### src/rtl/arcade_pkg.sv
// Shared definitions for the arcade input change reporter.
//
// Contents:
//   REPORT_HDR       - first byte of every report sent to the host
//   CMD_QUERY        - host command byte that requests the current input vector
//   report_state_e   - serializer FSM states
//   fifo_entry_t     - one pending report (vector, plus frame stamp when enabled)
//
// Build option:
//   INPUT_REPORTER_FRAME_STAMP_EN - when defined, each report carries a third byte
//                                   holding the low 8 bits of the USB frame number
//                                   captured when the report was queued.
package arcade_pkg;

    localparam logic [7:0] REPORT_HDR = 8'hA5;
    localparam logic [7:0] CMD_QUERY  = 8'h3F;

`ifdef INPUT_REPORTER_FRAME_STAMP_EN
    typedef enum logic [1:0] {
        StIdle  = 2'd0,
        StHdr   = 2'd1,
        StData  = 2'd2,
        StStamp = 2'd3
    } report_state_e;

    typedef struct packed {
        logic [7:0] vec;
        logic [7:0] stamp;
    } fifo_entry_t;
`else
    typedef enum logic [1:0] {
        StIdle = 2'd0,
        StHdr  = 2'd1,
        StData = 2'd2
    } report_state_e;

    typedef struct packed {
        logic [7:0] vec;
    } fifo_entry_t;
`endif

endpackage

### src/rtl/debounce_cell.sv
// Single-input synchronizer and debouncer.
//
// The raw level passes through a two-flop synchronizer. The debounced level
// follows the synchronized level only after the two have disagreed for
// DEBOUNCE_CYCLES consecutive cycles; any cycle of agreement restarts the count.
//
// Ports:
//   clk_i    - application clock
//   rstn_i   - asynchronous active-low reset
//   raw_i    - raw asynchronous button level
//   level_o  - debounced level
module debounce_cell #(
    parameter int unsigned DEBOUNCE_CYCLES = 12000
) (
    input  logic clk_i,
    input  logic rstn_i,
    input  logic raw_i,
    output logic level_o
);

    // Counter only needs to reach DEBOUNCE_CYCLES-1.
    localparam int unsigned CntW = (DEBOUNCE_CYCLES > 1) ? $clog2(DEBOUNCE_CYCLES) : 1;
    localparam logic [CntW-1:0] CntLast = CntW'(DEBOUNCE_CYCLES - 1);

    logic            sync1_q;
    logic            sync2_q;
    logic            level_q;
    logic            level_d;
    logic [CntW-1:0] cnt_q;
    logic [CntW-1:0] cnt_d;

    always_ff @(posedge clk_i or negedge rstn_i) begin
        if (!rstn_i) begin
            sync1_q <= 1'b0;
            sync2_q <= 1'b0;
        end else begin
            sync1_q <= raw_i;
            sync2_q <= sync1_q;
        end
    end

    always_comb begin
        cnt_d   = '0;
        level_d = level_q;
        if (sync2_q != level_q) begin
            // The cycle that completes the run flips the level and parks the counter at 0.
            if (cnt_q == CntLast) begin
                level_d = sync2_q;
            end else begin
                cnt_d = cnt_q + CntW'(1);
            end
        end
    end

    always_ff @(posedge clk_i or negedge rstn_i) begin
        if (!rstn_i) begin
            cnt_q   <= '0;
            level_q <= 1'b0;
        end else begin
            cnt_q   <= cnt_d;
            level_q <= level_d;
        end
    end

    assign level_o = level_q;

endmodule

### src/rtl/input_change_reporter.sv
// Arcade input change reporter.
//
// Debounces up to eight button inputs and reports the full debounced vector to
// the USB host whenever any bit changes, when the host sends the query command,
// and once each time the device becomes configured. Reports wait in a small FIFO;
// when it is full the newest entry is replaced so the host always ends up with
// the latest state. Each report is serialized as REPORT_HDR followed by the vector.
//
// Build option:
//   INPUT_REPORTER_FRAME_STAMP_EN - append frame_i[7:0], captured at enqueue, as a
//                                   third report byte.
//
// Ports:
//   clk_i            - application clock (12 MHz)
//   rstn_i           - asynchronous active-low reset
//   inputs_i         - raw button levels, 1 = pressed
//   frame_i          - USB frame number
//   usb_configured_i - USB device configured; low flushes and idles the reporter
//   out_data_i       - host-to-device byte
//   out_valid_i      - host-to-device byte valid
//   out_ready_o      - always ready once out of reset
//   in_data_o        - device-to-host byte
//   in_valid_o       - device-to-host byte valid
//   in_ready_i       - host accepts device-to-host byte
module input_change_reporter
    import arcade_pkg::*;
#(
    parameter int unsigned NUM_INPUTS      = 8,
    parameter int unsigned DEBOUNCE_CYCLES = 12000,
    parameter int unsigned FIFO_DEPTH      = 4
) (
    input  logic                  clk_i,
    input  logic                  rstn_i,
    input  logic [NUM_INPUTS-1:0] inputs_i,
    input  logic [10:0]           frame_i,
    input  logic                  usb_configured_i,
    input  logic [7:0]            out_data_i,
    input  logic                  out_valid_i,
    output logic                  out_ready_o,
    output logic [7:0]            in_data_o,
    output logic                  in_valid_o,
    input  logic                  in_ready_i
);

    // FIFO_DEPTH is a power of two and at least 2, so the head entry being sent is
    // never the newest entry that a coalescing push overwrites.
    localparam int unsigned AW  = (FIFO_DEPTH > 1) ? $clog2(FIFO_DEPTH) : 1;
    localparam int unsigned CW  = $clog2(FIFO_DEPTH + 1);
    localparam logic [AW-1:0] IdxLast = AW'(FIFO_DEPTH - 1);
    localparam logic [CW-1:0] CntFull = CW'(FIFO_DEPTH);

    // ------------------------------------------------------------------
    // Debouncing
    // ------------------------------------------------------------------
    logic [NUM_INPUTS-1:0] db_levels;
    logic [7:0]            db_vec;
    logic [7:0]            prev_vec_q;

    for (genvar gi = 0; gi < NUM_INPUTS; gi++) begin : g_cell
        debounce_cell #(
            .DEBOUNCE_CYCLES(DEBOUNCE_CYCLES)
        ) u_cell (
            .clk_i  (clk_i),
            .rstn_i (rstn_i),
            .raw_i  (inputs_i[gi]),
            .level_o(db_levels[gi])
        );
    end

    always_comb begin
        db_vec                 = '0;
        db_vec[NUM_INPUTS-1:0] = db_levels;
    end

    // ------------------------------------------------------------------
    // Report triggers
    // ------------------------------------------------------------------
    logic ready_q;
    logic cfg_q;
    logic change_evt;
    logic query_evt;
    logic cfg_rise;
    logic push;

    assign out_ready_o = ready_q;
    // prev_vec_q lags db_vec by one cycle, so a change is queued the cycle after it lands.
    assign change_evt  = (db_vec != prev_vec_q);
    assign query_evt   = out_valid_i && ready_q && (out_data_i == CMD_QUERY);
    assign cfg_rise    = usb_configured_i && !cfg_q;
    // Simultaneous triggers collapse into one entry holding the current vector.
    assign push        = usb_configured_i && (change_evt || query_evt || cfg_rise);

    always_ff @(posedge clk_i or negedge rstn_i) begin
        if (!rstn_i) begin
            ready_q    <= 1'b0;
            cfg_q      <= 1'b0;
            prev_vec_q <= '0;
        end else begin
            ready_q    <= 1'b1;
            cfg_q      <= usb_configured_i;
            prev_vec_q <= db_vec;
        end
    end

    // ------------------------------------------------------------------
    // Pending-report FIFO
    // ------------------------------------------------------------------
    fifo_entry_t   mem_q [FIFO_DEPTH];
    fifo_entry_t   new_entry;
    fifo_entry_t   head;
    logic [AW-1:0] wr_idx_q, wr_idx_d;
    logic [AW-1:0] rd_idx_q, rd_idx_d;
    logic [CW-1:0] count_q, count_d;
    logic [AW-1:0] wr_addr;
    logic          wr_en;
    logic          fifo_full;
    logic          fifo_empty;
    logic          pop;

    function automatic logic [AW-1:0] idx_inc(input logic [AW-1:0] idx);
        return (idx == IdxLast) ? '0 : idx + AW'(1);
    endfunction

    function automatic logic [AW-1:0] idx_dec(input logic [AW-1:0] idx);
        return (idx == '0) ? IdxLast : idx - AW'(1);
    endfunction

    assign fifo_full  = (count_q == CntFull);
    assign fifo_empty = (count_q == '0);
    assign head       = mem_q[rd_idx_q];

`ifdef INPUT_REPORTER_FRAME_STAMP_EN
    logic unused_frame;
    assign unused_frame    = ^frame_i[10:8];
    assign new_entry.vec   = db_vec;
    assign new_entry.stamp = frame_i[7:0];
`else
    logic unused_frame;
    assign unused_frame  = ^frame_i;
    assign new_entry.vec = db_vec;
`endif

    always_comb begin
        wr_en    = 1'b0;
        wr_addr  = wr_idx_q;
        wr_idx_d = wr_idx_q;
        rd_idx_d = rd_idx_q;
        count_d  = count_q;
        if (!usb_configured_i) begin
            wr_idx_d = '0;
            rd_idx_d = '0;
            count_d  = '0;
        end else begin
            if (pop) begin
                rd_idx_d = idx_inc(rd_idx_q);
            end
            if (push) begin
                wr_en = 1'b1;
                if (fifo_full && !pop) begin
                    // Coalesce: replace the newest entry instead of dropping the update.
                    wr_addr = idx_dec(wr_idx_q);
                end else begin
                    wr_idx_d = idx_inc(wr_idx_q);
                end
            end
            if (push && !pop && !fifo_full) begin
                count_d = count_q + CW'(1);
            end else if (pop && !push) begin
                count_d = count_q - CW'(1);
            end
        end
    end

    always_ff @(posedge clk_i or negedge rstn_i) begin
        if (!rstn_i) begin
            wr_idx_q <= '0;
            rd_idx_q <= '0;
            count_q  <= '0;
        end else begin
            wr_idx_q <= wr_idx_d;
            rd_idx_q <= rd_idx_d;
            count_q  <= count_d;
        end
    end

    always_ff @(posedge clk_i or negedge rstn_i) begin
        if (!rstn_i) begin
            for (int unsigned i = 0; i < FIFO_DEPTH; i++) begin
                mem_q[i] <= '0;
            end
        end else if (wr_en) begin
            mem_q[wr_addr] <= new_entry;
        end
    end

    // ------------------------------------------------------------------
    // Report serializer
    // ------------------------------------------------------------------
    report_state_e state_q, state_d;

    always_comb begin
        state_d    = state_q;
        pop        = 1'b0;
        in_valid_o = 1'b0;
        in_data_o  = 8'h00;
        case (state_q)
            StIdle: begin
                if (!fifo_empty) begin
                    state_d = StHdr;
                end
            end
            StHdr: begin
                in_valid_o = 1'b1;
                in_data_o  = REPORT_HDR;
                if (in_ready_i) begin
                    state_d = StData;
                end
            end
            StData: begin
                in_valid_o = 1'b1;
                in_data_o  = head.vec;
                if (in_ready_i) begin
`ifdef INPUT_REPORTER_FRAME_STAMP_EN
                    state_d = StStamp;
`else
                    state_d = StIdle;
                    pop     = 1'b1;
`endif
                end
            end
`ifdef INPUT_REPORTER_FRAME_STAMP_EN
            StStamp: begin
                in_valid_o = 1'b1;
                in_data_o  = head.stamp;
                if (in_ready_i) begin
                    state_d = StIdle;
                    pop     = 1'b1;
                end
            end
`endif
            default: begin
                state_d = StIdle;
            end
        endcase
        // Losing configuration abandons the report in flight; the FIFO flushes alongside.
        if (!usb_configured_i) begin
            state_d    = StIdle;
            pop        = 1'b0;
            in_valid_o = 1'b0;
        end
    end

    always_ff @(posedge clk_i or negedge rstn_i) begin
        if (!rstn_i) begin
            state_q <= StIdle;
        end else begin
            state_q <= state_d;
        end
    end

endmodule

### config.mk
export PLATFORM = sky130hd
export DESIGN_NAME = input_change_reporter
export DESIGN_NICKNAME = d
export VERILOG_FILES = /design/src/rtl/arcade_pkg.sv /design/src/rtl/debounce_cell.sv /design/src/rtl/input_change_reporter.sv
export SDC_FILE = /design/constraint.sdc
export NUM_CORES = 1
export LEC_CHECK = 0
export CORE_MARGIN = 4
export CORE_UTILIZATION = 65
export CTS_BUF_LIST = sky130_fd_sc_hd__clkbuf_4 sky130_fd_sc_hd__clkbuf_8
export DETAILED_ROUTE_END_ITERATION = 8
export GPL_TIMING_DRIVEN = 1
export HOLD_SLACK_MARGIN = 0.03
export PLACE_DENSITY_LB_ADDON = 0.2
export SYNTH_ARGS = -nofsm -noshare
export SYNTH_HDL_FRONTEND = slang
export SYNTH_SLANG_ARGS = --single-unit
### constraint.sdc
create_clock -name clk_i -period 4.21 [get_ports clk_i]
set_input_delay 0.842 -clock clk_i [delete_from_list [all_inputs] [get_ports clk_i]]
set_output_delay 0.842 -clock clk_i [all_outputs]
set_load 0.02 [all_outputs]
# ---- Word-level counts from Yosys, hierarchy flattened
# Cells that the tools add are included.
dict set report classes {
  n_lt_le_gt_ge 3
  bitwise_logic 2
  reduce_logical 29
  n_mux 49
  add_sub_neg 13
  n_eq_ne 30
}
# op count
set ops {}
lappend ops {{2-to-1 mux 14 bit} 16}
lappend ops {{adder 14 x 1 -> 14 bit (second input constant)} 8}
lappend ops {{== test 14 bit (second input constant)} 8}
lappend ops {{bitwise mux 32 bit} 1}
lappend ops {{2-to-1 mux 2 bit} 15}
lappend ops {{2-to-1 mux 8 bit} 3}
lappend ops {{AND reduction 2 bit} 9}
lappend ops {{binary-select mux 8 bit (select 2 bit)} 1}
lappend ops {{demux 8 bit (select 2 bit)} 1}
lappend ops {{one-hot mux 8 bit (2 select lines)} 1}
lappend ops {{logical AND 1 bit} 9}
lappend ops {{2-to-1 mux 3 bit} 3}
lappend ops {{inequality test 3 bit (second input constant)} 3}
lappend ops {{== test 8 x 6 -> 1 bit (second input constant)} 1}
lappend ops {{inequality test 1 bit} 8}
lappend ops {{inequality test 8 bit} 1}
lappend ops {{2-to-1 mux 1 bit} 7}
lappend ops {{== test 2 bit (second input constant)} 3}
lappend ops {{greater-or-equal comparator 3 bit (second input constant)} 2}
lappend ops {{NOT 2 -> 3 bit} 2}
lappend ops {{one-hot mux 2 bit (3 select lines)} 1}
lappend ops {{adder 2 x 1 -> 2 bit (second input constant)} 2}
lappend ops {{logical NOT 1 bit} 4}
lappend ops {{logical NOT 2 bit} 2}
lappend ops {{13 further kinds} 15}
dict set report word_totals {
  output_inout_bits 10
  regBits 187
  elab_cells 169
}

# ---- Depth between registers and ports, before layout
dict set report depth {
  depth_word 14
  mapped_depth 11
}

# ---- Modules after synthesis
# Synthesis repeated with hierarchy kept, for this count alone.
dict set report unflattened {
  cells_unflattened 800
  hier_area_um2 9115.0
}
# module area_each_um2 cells_each n_inst
set modules_own_cells {}
lappend modules_own_cells {debounce_cell 823.3 76 8}
lappend modules_own_cells {input_change_reporter 2528.7 192 1}

# ---- Worst setup path before layout
# OpenSTA, ideal clock, no wires.
dict set report synth_timing {
  kind {in2reg}
  from {input port usb_configured_i}
  to {register count_q[1]}
  path_buffers 1
  setup_time_ns 0.066
  slack_ns 1.218
  arrival_time_ns 2.926
  path_stages 9
  cell_sequence {buf_2 -> inv_2 -> o2111a_1 -> nand4_1 -> and3_1 -> fa_1 -> or3_1 -> a21oi_1 -> o31a_1}
}
dict set report synth_via {
  elab_chain_cells 7
  word_cells_on_any_way 12
  cone_classes {eq/ne (1); mux (3); reduce/logical (8)}
}
# element line
set synth_rtl {}
lappend synth_rtl {{from (decl)} input_change_reporter.sv:36} ;# input logic usb_configured_i,
lappend synth_rtl {{logical AND 1 bit} input_change_reporter.sv:89} ;# assign cfg_rise = usb_configured_i && !cfg_q;
lappend synth_rtl {{logical OR 1 bit} input_change_reporter.sv:91} ;# assign push = usb_configured_i && (change_evt || query_evt || cfg_rise);
lappend synth_rtl {{logical AND 1 bit} input_change_reporter.sv:91}
lappend synth_rtl {{logical AND 1 bit (2 in series)} input_change_reporter.sv:166} ;# if (push && !pop && !fifo_full) begin
lappend synth_rtl {{2-to-1 mux 3 bit} input_change_reporter.sv:166}
lappend synth_rtl {{2-to-1 mux 3 bit} input_change_reporter.sv:149} ;# if (!usb_configured_i) begin
lappend synth_rtl {{to (signal assigned)} input_change_reporter.sv:182} ;# count_q <= count_d;
lappend synth_rtl {{to (decl)} input_change_reporter.sv:113} ;# logic [CW-1:0] count_q, count_d;
# Several ways; a longest one is shown, not always the timed one.
# A chain may end at the register's enable or synchronous reset.

# ---- Final worst setup path
dict set report layout_timing {
  from {register rd_idx_q[0]}
  to {output port in_data_o[2]}
}
dict set report layout_via {
  elab_chain_cells 5
}
# element line
set layout_rtl {}
lappend layout_rtl {{from (decl)} input_change_reporter.sv:112} ;# logic [AW-1:0] rd_idx_q, rd_idx_d;
lappend layout_rtl {{from (signal assigned)} input_change_reporter.sv:181} ;# rd_idx_q <= rd_idx_d;
lappend layout_rtl {{NOT 2 -> 3 bit (not written as such)} input_change_reporter.sv:130} ;# assign head = mem_q[rd_idx_q];
lappend layout_rtl {{binary-select mux 8 bit (select 2 bit)} input_change_reporter.sv:130}
lappend layout_rtl {{2-to-1 mux 8 bit (not written as such) (2 in series)} input_change_reporter.sv:130}
lappend layout_rtl {{one-hot mux 8 bit (2 select lines)} input_change_reporter.sv:206} ;# case (state_q)
lappend layout_rtl {{to (decl)} input_change_reporter.sv:40} ;# output logic [7:0] in_data_o,
# No other way between the ends. The select of a mux whose other input is x is not followed.

==> flow_results.org <==
** Power and ir drop
- Static Leak :: 4.30 nW
- In this run, flip-flops and latches consume a little over half of the power.
- Proportion of power drawn by combinational gates :: 9.7%
- Summing internal, switching and leakage power gives 3.42 mW.
- Of the total power, the share spent switching nets is 24.5%.
- Net switching power :: 0.836 mW
- Share of power burned in the clock network :: 35.5%
- The worst-case IR drop observed on VDD is 0.000293 V.
- Dividing total power by cell area gives a power density of 364 nW/um2.
- Internal Dissipation :: between 2 and 3 mW

** Route
- Routed wirelength normalized by instance count :: roughly 15 um
- For this block, the routed nets add up to 15,100 um of wire.
- The first detailed-routing pass took 5 iterations.
- The count of nets left with antenna violations once routing finished came out at 0.
- Detailed router's first-iteration violation count :: 396
- After detailed routing, the number of remaining DRC violations is 0.
- Detailed routing inserted a total of 5,500 vias.
- Routed via count divided by cell count :: 5.63

** Synth
- In the synthesized netlist the dominant register cell turns out to be sky130_fd_sc_hd__dfrtp_1.
- Count of flip-flops with a built-in enable after synthesis :: 0
- The cell count after synthesis came out at 769.
- Unique cell type count in the Yosys netlist :: 42
- Fraction of the yosys area taken by sequential cells :: a little over half
- Yosys printed 0 warnings.
- Async set-reset flop share out of synthesis :: 100%
- The average instance in the mapped netlist occupies 11.1 um2.
- The mapped netlist covers 8550 um2.
- Flip-flop and latch count after synthesis :: 187
- Post-Synthesis Net Count :: 817

** Floorplanning
- The die covers 15,000 um2.
- The initial utilization of the core area, before any placement, comes to 67.2%.
- Core ar. :: 12,700 um2
- The die is 123 um wide.
- For this design the top-level I/O count stands at 42.
- The initialized floorplan defines just over 40 standard-cell rows.
- In this run the vertical extent of the chip is 123 um.

** Clocking
- Cts hold-fix bufs :: 0
- Master cell of the clock root buffer :: sky130_fd_sc_hd__clkbuf_8
- Counting every sink on the clock net gives 187.
- Post-CTS timing repair inserted 0 buffers for setup.
- Clock Pin Slew Worst Setup and Hold Paths :: 90 ps
- Cells resized by post-CTS repair :: 0
- Buffers inserted during clock tree synthesis total 17.
- The clock tree synthesis step divided the H-tree into 4 levels.
- CTS tree :: built
- Clock latency reported for the late side of the worst-skew pair :: 460 ps
- In this run the deepest clock path goes through 2 buffers.

** Finish
- Filler cell count in the final layout :: between 800 and 900
- In the final layout, the share of cells above drive strength 1 is between 10 and 15%.
- The repair_antennas step left the layout with diodes totalling 0.
- The library cell used most frequently in the layout, excluding fill and tap cells, is sky130_fd_sc_hd__dfrtp_1.
- The area growth from synthesis to layout is 9.90%.
- Number of nets in the layout :: 841
- In the layout the commonest cells are sky130_fd_sc_hd__dfrtp_1 (187), sky130_fd_sc_hd__nor2_1 (135), sky130_fd_sc_hd__xor2_1 (63).

** GRT
- The first global-routing pass estimated 26,300 um of wire.
- Maximum number of pins on one net before global-route repair :: around 110
- Across every metal layer, demand over resource in global routing totals 22.1%.
- In the global route stage, met1 resource usage came out at 30.0%.
- Global routing finished with a remaining overflow of 0.
- Vias in the first global route :: 5,655
- Global routing used about 36% of the available met2 tracks.
- Antenna violations before repair :: 0
- The layer flagged by global routing as most heavily used is met2.
- In the global route stage, met3 resource usage came out at 5.71%.

** Critical path
- Critical path data required time :: 3370 ps
- Crit Path Class :: reg2out
- Largest driver fanout on the critical path :: 11
- For the worst setup path, the data arrival time is 2620 ps.
- In this run the register-to-register setup slack is 1210 ps.
- The worst setup path is captured at an output port.
- STA classifies the critical path startpoint as a flip-flop.

** Outcome
- Outcome :: complete, no violations

** STA
- In this run the tightest slew margin relative to its limit is 37.8%.
- After layout, the worst path uses 82.2% of the clock period.
- Setup violators final :: 0
- Fin. max-slew vios :: 0
- The worst path meets setup with approximately 750 ps of slack.
- The number of failing hold endpoints at the final stage was 0.
- Achievable Freq :: 0.289 GHz
- For the final routed database, the setup TNS stands at 0 ps.
- Time the final worst path needs with I/O delays and setup :: roughly 3500 ps
- Worst Clk Skew :: 13.3 ps
- Setup repair after global routing left no endpoint under its margin.
- Slew of the pin with the lowest slew margin :: just over 900 ps

** Min path
- The path class of the tightest hold or removal check is reg2reg.

** Placed design
- Placement Setup Slack :: 616 ps
- Input/output buffers :: 30
- Once detailed placement completed, the half-perimeter wirelength came to 10,200 um.
- Final RePlAce weighted congestion :: 0.827

** Run
- Max-cap violations in this run came to 0.
[power by group through the flow]
stage | registers, mW | clock network (mW) | logic, mW
2_1_floorplan | 1.90 | 0 | 0.200
3_3_place_gp | 1.90 | 0 | 0.321
3_5_place_dp | 1.91 | 0 | 0.335
4_1_cts | 1.87 | 1.25 | 0.338
5_1_grt | 1.88 | 1.31 | 0.376
6_report | 1.87 | 1.21 | 0.332
[worst max-delay path, cell delays in order, from the launching register on]
cell and delay (ps):
sky130_fd_sc_hd__dfrtp_1 780, sky130_fd_sc_hd__mux4_2 590, sky130_fd_sc_hd__a21oi_1 170, sky130_fd_sc_hd__nor2b_1 80
sky130_fd_sc_hd__clkdlybuf4s50_1 540
[final timing paths]
kind,startpoint,endpoint,depth (start not counted)
max,rd_idx_q[0]$_DFFE_PN0P_,in_data_o[2],4
min,g_cell[1].u_cell.sync1_q$_DFF_PN0_,g_cell[1].u_cell.sync2_q$_DFF_PN0_,0
max reg2reg,state_q[0]$_DFFE_PN0P_,mem_q[27]$_DFFE_PN0P_,7
min reg2reg,g_cell[1].u_cell.sync1_q$_DFF_PN0_,g_cell[1].u_cell.sync2_q$_DFF_PN0_,0
max in group asynchronous,rstn_i,g_cell[4].u_cell.cnt_q[1]$_DFF_PN0_,2
min in group asynchronous,rstn_i,g_cell[5].u_cell.cnt_q[6]$_DFF_PN0_,1
[kinds of logic (layout without fill, tap and decap cells)]
kind of cell,count (synthesis),count (layout),synth area share [%]
compound gates,18,18,1.23
xor+xnor,111,111,11.4
fa+ha+maj,16,16,2.43
buf+inv,50,86,2.37
flops,187,187,54.8
mux,55,55,8.57
other cells,1,1,0.0439
simple gates,331,331,19.2
[metrics by stage]
step	std cells	util (%)	instance area [um2]	hold slack, ps
after floorplan	769	-	8550	331
after global placement	946	70.6	8980	334
after detailed placement	946	70.6	8980	335
after CTS	977	73.8	9390	348
after global routing	977	73.8	9390	351
final	977	73.8	9390	342
[final cells by class]
class / count / area (um2) / area share, %
clock buffer: 21 / 264 / 2.81
clock inverter: 10 / 143 / 1.52
inverter: 20 / 75.1 / 0.799
multi-input combinational: 532 / 3660 / 39.0
sequential: 187 / 4680 / 49.8
tap: 172 / 215 / 2.29
timing repair buffer: 35 / 352 / 3.74
[cell usage after synthesis, drive strengths merged (7+ instances only)]
master  number  share of area, %
and4         7              0.75
ha          15               2.2
nand4       23               1.7
xor2        63               6.5
nand3       47               2.8
inv         20              0.88
dfrtp      187                55
mux4         8               2.1
nand2       38               1.7
mux2        41               5.8
nor2       135               5.9
and3        31               2.3
nor3         9              0.53
xnor2       48               4.9
buf          8              0.53
a21oi       11              0.64
or2          9              0.66
clkbuf      22              0.97
[sequential cells by signal, summed over array words and instances (netlist names), 3 cells and up]
| register | cells |
|---|---|
| g_cell.u_cell.cnt_q | 112 |
| mem_q | 32 |
| g_cell.u_cell.level_o | 8 |
| g_cell.u_cell.sync1_q | 8 |
| g_cell.u_cell.sync2_q | 8 |
| prev_vec_q | 8 |
| count_q | 3 |
[routing by layer]
| layer | wire length (um) | vias to the layer above |
|---|---|---|
| li1 | - | 2635 |
| met1 | 6620 | 2733 |
| met2 | 7530 | 109 |
| met3 | 721 | 23 |
| met4 | 176 | 0 |
| met5 | 0 | - |
No activity file was read; power rests on OpenSTA's default activity.
